[config.mk]
export PLATFORM = sky130hd
export DESIGN_NAME = serial_adder_ctrl
export DESIGN_NICKNAME = d
export VERILOG_FILES = /design/src/rtl/serial_adder_ctrl.sv
export SDC_FILE = /design/constraint.sdc
export NUM_CORES = 1
export LEC_CHECK = 0
export ABC_CLOCK_PERIOD_IN_PS = 1200
export BUFFER_PORTS_ARGS = -buffer_cell sky130_fd_sc_hd__buf_2
export CORE_AREA = 10 10 78 80
export DETAILED_ROUTE_END_ITERATION = 16
export DIE_AREA = 0 0 88 90
export GPL_ROUTABILITY_DRIVEN = 0
export GPL_TIMING_DRIVEN = 0
export PLACE_DENSITY = 0.66
export SLEW_MARGIN = 20
export SYNTH_ARGS = -nofsm -noshare
export SYNTH_HDL_FRONTEND = slang
export SYNTH_SLANG_ARGS = --single-unit
[constraint.sdc]
create_clock -name clk_i -period 1.2 [get_ports clk_i]
set_input_delay 0.12 -clock clk_i [delete_from_list [all_inputs] [get_ports clk_i]]
set_output_delay 0.12 -clock clk_i [all_outputs]
set_load 0.1 [all_outputs]
[src/rtl/serial_adder_ctrl.sv]
// Bit-serial adder controller: one full-adder cell reused across W bit positions, LSB first,
// with operand/result valid-ready handshakes and carry-out / signed-overflow reporting.
module serial_adder_ctrl #(
  parameter int W = 8
) (
  input  logic         clk_i,
  input  logic         rst_i,
  input  logic         in_valid_i,
  output logic         in_ready_o,
  input  logic [W-1:0] a_i,
  input  logic [W-1:0] b_i,
  input  logic         cin_i,
  output logic         out_valid_o,
  input  logic         out_ready_i,
  output logic [W-1:0] sum_o,
  output logic         cout_o,
  output logic         ovf_o,
  output logic         busy_o
);

  localparam int CW = $clog2(W);
  localparam logic [CW-1:0] LAST_BIT = CW'(W - 1);

  typedef enum logic [1:0] {
    IDLE = 2'd0,
    RUN  = 2'd1,
    DONE = 2'd2
  } state_t;

  function automatic logic fa_sum(input logic x, input logic y, input logic c);
    return x ^ y ^ c;
  endfunction

  function automatic logic fa_carry(input logic x, input logic y, input logic c);
    return (x & y) | (x & c) | (y & c);
  endfunction

  state_t         state_q, state_d;
  logic [W-1:0]   a_sh_q, a_sh_d;
  logic [W-1:0]   b_sh_q, b_sh_d;
  logic           carry_q, carry_d;
  logic [CW-1:0]  cnt_q, cnt_d;
  logic [W-1:0]   sum_q, sum_d;
  logic           cout_q, cout_d;
  logic           ovf_q, ovf_d;
  logic           out_valid_q, out_valid_d;
  logic           busy_q, busy_d;
  logic           bit_s;
  logic           carry_nxt_s;
  logic           accept_s;

  assign in_ready_o  = (state_q == IDLE) && !rst_i;
  assign accept_s    = in_valid_i && in_ready_o;
  assign out_valid_o = out_valid_q;
  assign sum_o       = sum_q;
  assign cout_o      = cout_q;
  assign ovf_o       = ovf_q;
  assign busy_o      = busy_q;

  // Next-state and datapath: one full-adder evaluation per RUN cycle on the shift-register LSBs
  always_comb begin
    state_d     = state_q;
    a_sh_d      = a_sh_q;
    b_sh_d      = b_sh_q;
    carry_d     = carry_q;
    cnt_d       = cnt_q;
    sum_d       = sum_q;
    cout_d      = cout_q;
    ovf_d       = ovf_q;
    out_valid_d = out_valid_q;
    bit_s       = fa_sum(a_sh_q[0], b_sh_q[0], carry_q);
    carry_nxt_s = fa_carry(a_sh_q[0], b_sh_q[0], carry_q);

    case (state_q)
      IDLE: begin
        if (accept_s) begin
          a_sh_d  = a_i;
          b_sh_d  = b_i;
          carry_d = cin_i;
          cnt_d   = {CW{1'b0}};
          state_d = RUN;
        end else begin
          state_d = IDLE;
        end
      end
      RUN: begin
        sum_d[cnt_q] = bit_s;
        carry_d      = carry_nxt_s;
        a_sh_d       = {1'b0, a_sh_q[W-1:1]};
        b_sh_d       = {1'b0, b_sh_q[W-1:1]};
        // carry_q here is the carry into the MSB, so overflow is its mismatch with the carry out
        if (cnt_q == LAST_BIT) begin
          cout_d      = carry_nxt_s;
          ovf_d       = carry_q ^ carry_nxt_s;
          out_valid_d = 1'b1;
          state_d     = DONE;
        end else begin
          cnt_d = cnt_q + {{(CW-1){1'b0}}, 1'b1};
        end
      end
      DONE: begin
        if (out_ready_i) begin
          out_valid_d = 1'b0;
          state_d     = IDLE;
        end else begin
          state_d = DONE;
        end
      end
      default: begin
        state_d     = IDLE;
        out_valid_d = 1'b0;
      end
    endcase

    busy_d = (state_d == RUN);
  end

  // State and datapath registers with synchronous reset
  always_ff @(posedge clk_i) begin
    if (rst_i) begin
      state_q     <= IDLE;
      a_sh_q      <= {W{1'b0}};
      b_sh_q      <= {W{1'b0}};
      carry_q     <= 1'b0;
      cnt_q       <= {CW{1'b0}};
      sum_q       <= {W{1'b0}};
      cout_q      <= 1'b0;
      ovf_q       <= 1'b0;
      out_valid_q <= 1'b0;
      busy_q      <= 1'b0;
    end else begin
      state_q     <= state_d;
      a_sh_q      <= a_sh_d;
      b_sh_q      <= b_sh_d;
      carry_q     <= carry_d;
      cnt_q       <= cnt_d;
      sum_q       <= sum_d;
      cout_q      <= cout_d;
      ovf_q       <= ovf_d;
      out_valid_q <= out_valid_d;
      busy_q      <= busy_d;
    end
  end

endmodule

==> results of run 1 <==
[worst paths after layout]
check,endpoint,slack [ns],cells after the start
worst min-delay path,state_q[1],0.10,3
worst max-delay path,in_ready_o,-0.11,3
worst min register to register,out_valid_o,0.45,2
worst max register to register,sum_o[3],-0.02,3
[cells by family after synthesis]
group | count (synthesis)
buffers and inverters | 16
multiplexers | 8
flip-flops | 34
adder cells (fa/ha/maj) | 3
AND/OR/NAND/NOR | 69
XOR/XNOR | 1
AO/OA/AOI/OAI | 44
[registers in the layout, summed over array words and instances, names as in the netlist]
signal and flops:
a_sh_q 8, b_sh_q 8, busy_o 1, carry_q 1
cnt_q 3, cout_o 1, out_valid_o 1, ovf_o 1
state_q 2, sum_o 8
[timing repair]
action	4_1_cts	5_1_grt
setup endpoints to repair	30	31
setup buffers	5	2
gates resized for setup	23	11
pin swaps	3	5
[routing by layer]
layer,GRT usage,vias to the layer above,part of all wire
met2,0.157,31,0.46
met1,0.134,658,0.46
met4,0.0412,0,0.018
met5,0,-,0
met3,0.0388,7,0.063
li1,-,727,-
[through the flow]
stage          hold slack (ns)  cells  setup WS [ns]   util  TNS, ns
3_3_place_gp             0.401    262         -0.158  0.398    -1.76
2_1_floorplan            0.292    175         -0.244      -   -0.281
3_5_place_dp             0.394    262         -0.165  0.398    -2.00
5_1_grt                  0.115    276         -0.148  0.455    -1.20
4_1_cts                 0.0988    275         -0.120  0.449   -0.524
6_report                 0.102    276         -0.109  0.455   -0.179
[power breakdown]
part	leakage [nW]	switching, mW	internal [mW]	total [mW]
combinational	0.519	0.283	0.197	0.480
sequential	0.287	0.0458	1.20	1.25
clock	0.0575	0.405	0.579	0.984
total	0.863	0.733	1.98	2.71
[final cells by class]
class	instances	area, um2
plain buffers	13	83.8
repair buffers	40	233
fillers	466	2510
multi-input cells	125	886
well taps	54	67.6
clock buffers	8	110
inverters	2	7.51
flip-flops and latches	34	704
[synthesized netlist by cell type]
library cell  count
a211oi_1         15
a21oi_1           4
a31oi_1           3
a32oi_1           2
buf_1             1
buf_2             5
buf_4             3
clkbuf_1          5
dfxtp_1          34
fa_1              1
ha_1              2
inv_2             2
mux2i_1           8
nand2_1           5
nand2b_1         10
nand3_1           6
nand3b_1          2
nand4_1           1
nand4b_1          3
nor2_1           33
nor2b_2           1
nor3_1            3
nor3b_1           2
nor4b_1           2
o21ai_0           1
o21ai_1           1
o21ba_2           1
o21bai_1          1
o22ai_1           4
o2bb2ai_1        11
o41ai_1           1
or3_1             1
xor2_1            1
[worst max-delay path, delay by kind of cell (launching register included)]
family,cells,cell delay [ns]
buf+inv,2,0.33
flops,1,0.38
simple gates,1,0.20
==> results.yml, run 1 <==
status:
  status: "finished, violations left"
  violations: "setup timing"
die:
  die_h_um: 90
  ios: 34
  initial_core_util: 0.340
  die_x_um: 88
  fp-row-count: 25
  die-area_mm2: 0.00792
  core_area_mm2: 0.00460
global_routing:
  antenna_found_initial: 0
  grt_overflow: 0
  grt_pass1_wl_mm: 6.78
  first_global_vias: 1451
  grt_use_total: 0.106
  grt_max_degree: 11
yosys:
  yosysTopAreaCellShare: 0.435
  syn_area_mm2: 0.00156
  synthAdderAreaFrac: 0.0288
  ys_ff_latch: 34
  ys_seq_area_frac: 0.435
  yosys-top-cells-area: "dfxtp_1, nor2_1, a211oi_1"
  synth_cell_types: 33
  synth.mux.area_fraction: 0.0512
  synth_xor_area_frac: 0.00560
  synth_top_family_by_area: "simple AND/OR/NAND/NOR gates"
  syn-num-nets: 199
  ys_warn_count: 0
  avgSynthCellArea_um2: 8.94
  synth_cells: 175
  yosys.area_share.simple: 0.221
  synth_top_cell_by_area: "dfxtp_1"
  synth-compound-area-share: 0.209
sta:
  max_freq_mhz: 764
  hold_viol_final: 0
  fin_crit_sh: 1.09
  setup_viol: 8
  fin_crit_ns: 1.31
  maxSlewViolCount: 0
  rsz0062_at_grt: "yes"
  worst_slack_ns: -0.109
  tightest_slew_ns: 0.496
  fin_skew_ns: 0.00352
  slew_headroom: 0.671
worst_setup_path:
  crit_start: "state_q[0]"
  cp.required_ns: 1.08
  arrival_ns: 1.19
  crit_fanout: 8
  end_kind: "output port"
  setup.worst_path.class: "reg2out"
  crit_path_start_kind: "flop"
  critPathMaxStageDelay_ns: 0.38
  cp_slowest_cell: "dfxtp_4"
  r2r_start: "a_sh_q[0]"
  path_cells: "buf_8 > nor3_4 > buf_12"
drt:
  drc: 0
  routedWlPerCell_um: 14.4
  vias: 1423
  drt_wl_total_mm: 3.97
  vias_per_cell: 5.16
  drt_iter0_markers: 60
  firstDrtPassIters: 4
  ant_nets: 0
power:
  power_mw: 2.71
  p_leak_nw: 0.863
  power_per_cell_area_mw_per_mm2: 1300
  ir_worst_vdd_mv: 0.652
clock_network:
  ctsLongestPathBuffers: 2
  cts_tree: "yes"
  htreeDepth: 2
  cts_hold_buf: 0
  clock_latency_ns: 0.28
  clockRootBuffer: "clkbuf_8"
  cts_sinks: 34
  clkSlewWorstSetupHoldPaths_ns: 0.07
  cts_made_buffers: 5
placement:
  dpl.hpwl_mm: 2.76
  port_buffers: 33
  place_area_mm2: 0.00183
cells_and_area:
  drive_above_1_share: 0.410
  final_area_mm2: 0.00209
  final_cell_mix: "buf_2, nor2_1, dfxtp_1"
  antennaDiodeCount: 0
  fin_nets: 245
  syn_to_final_growth_pct: 33.8
  layout_commonest_cell: "buf_2"
hold_path:
  hold_class: "in2reg"
  hold_start: "out_ready_i"
job:
  cap_viol_max_count: 0
Power figures use the tool's default switching activity.
==> run 2: changes to the inputs <==
SKIP_LAST_GASP = 1   (was default)
==> run 2 against run 1 <==
- clock-buffer cell count unchanged
- first-iteration DRC count down 5.0%
- the run still ends with setup timing left
- critical endpoint unchanged
- cell count up 0.36%
- largest cell class unchanged
- flip-flop and latch count unchanged
- hold slack worse by 0.0010 ns
==> results.yml, run 2 (synthesized netlist as in run 1, its figures left out) <==
status:
  status: "finished, violations left"
  violations: "setup timing"
drt:
  routedWlPerCell_um: 14.4
  vias: 1426
  drt_iter0_markers: 57
  vias_per_cell: 5.15
  drt_wl_total_mm: 4.00
  drc: 0
  ant_nets: 0
  firstDrtPassIters: 4
cells_and_area:
  instances_no_fill: 277
  final_area_mm2: 0.00210
  final_cell_mix: "buf_2, nor2_1, dfxtp_1"
  fin_nets: 246
  layout_commonest_cell: "buf_2"
  syn_to_final_growth_pct: 34.1
  drive_above_1_share: 0.404
  layout.core_utilization: 0.456
  antennaDiodeCount: 0
  fillers: 461
die:
  ios: 34
  core_area_mm2: 0.00460
  fp-row-count: 25
  die_h_um: 90
  initial_core_util: 0.340
  die-area_mm2: 0.00792
  die_x_um: 88
sta:
  fin_crit_ns: 1.31
  maxSlewViolCount: 0
  worst_slack_ns: -0.109
  tightest_slew_ns: 0.497
  tns_ns: -0.189
  slew_headroom: 0.671
  hold_viol_final: 0
  rsz0062_at_grt: "yes"
  setup_viol: 8
  fin_skew_ns: 0.00484
  max_freq_mhz: 764
  fin_crit_sh: 1.09
power:
  power_mw: 2.71
  switchingPower_uw: 737
  p_seq_frac: 0.459
  power_per_cell_area_mw_per_mm2: 1290
  p_int_mw: 1.98
  share_comb_of_total_power: 0.176
  switching_share: 0.272
  p_leak_nw: 0.868
  ir_worst_vdd_mv: 0.651
  p_clk_frac: 0.364
clock_network:
  htreeDepth: 2
  clockRootBuffer: "clkbuf_8"
  clkSlewWorstSetupHoldPaths_ns: 0.07
  cts_made_buffers: 5
  ctsLongestPathBuffers: 2
  cts_sinks: 34
  cts_tree: "yes"
  clock_latency_ns: 0.29
worst_setup_path:
  crit_path_start_kind: "flop"
  crit_fanout: 8
  end_kind: "output port"
  setup.worst_path.class: "reg2out"
  cp.required_ns: 1.08
  arrival_ns: 1.19
global_routing:
  grt_max_degree: 11
  first_global_vias: 1442
  grt_pass1_wl_mm: 6.72
  grt_use_total: 0.105
  antenna_found_initial: 0
  grt_overflow: 0
placement:
  port_buffers: 33
  place_area_mm2: 0.00183
  dpl.hpwl_mm: 2.76
  placed_cells: 262
job:
  cap_viol_max_count: 0
hold_path:
  hold_class: "in2reg"
run 2: per-stage QoR:
step           hold WS (ns)  worst slack [ns]
6_report              0.101            -0.109
5_1_grt               0.115            -0.148
4_1_cts              0.0988            -0.120
3_5_place_dp          0.394            -0.165
3_3_place_gp          0.401            -0.158
2_1_floorplan         0.292            -0.244
run 2: metal layers:
| layer | wire length [um] | GRT usage |
|---|---|---|
| met1 | 1820 | 0.133 |
| met2 | 1860 | 0.155 |
| met3 | 285 | 0.0388 |
| met4 | 32 | 0.0412 |
| met5 | 0 | 0 |
run 2: power by group through the flow:
stage / clock network [mW] / registers [mW] / logic [mW]
6_report: 0.989 / 1.25 / 0.478
5_1_grt: 1.06 / 1.25 / 0.527
4_1_cts: 1.01 / 1.24 / 0.481
3_5_place_dp: 0 / 1.26 / 0.438
3_3_place_gp: 0 / 1.26 / 0.434
2_1_floorplan: 0 / 1.31 / 0.278
run 2: worst paths after layout:
check	start	end	cells past startpoint	slack (ns)
hold / removal	out_ready_i	state_q[1]	3	0.10
setup reg to reg	a_sh_q[0]	sum_o[3]	3	-0.02
hold reg to reg	out_valid_o	out_valid_o	2	0.45
setup / recovery	state_q[0]	in_ready_o	3	-0.11
run 2: layout make-up:
| type | count | area [um2] | area share |
|---|---|---|---|
| inverters | 2 | 7.51 | 0.00358 |
| multi-input cells | 125 | 883 | 0.421 |
| repair buffers | 41 | 240 | 0.115 |
| plain buffers | 13 | 83.8 | 0.0400 |
| flip-flops and latches | 34 | 704 | 0.336 |
| clock buffers | 8 | 110 | 0.0525 |
| well taps | 54 | 67.6 | 0.0322 |
run 2: what timing repair did:
action | in CTS | in global routing
setup buffers | 5 | 3
endpoints found under the setup margin | 30 | 30
resized for setup | 21 | 12
gates cloned | 0 | 0
hold buffers | 0 | 0
pin swaps | 3 | 6
run 2: critical path, stage by stage, from the launching register on:
cell	delay, ns
dfxtp_4	0.38
buf_8	0.13
nor3_4	0.20
buf_12	0.20
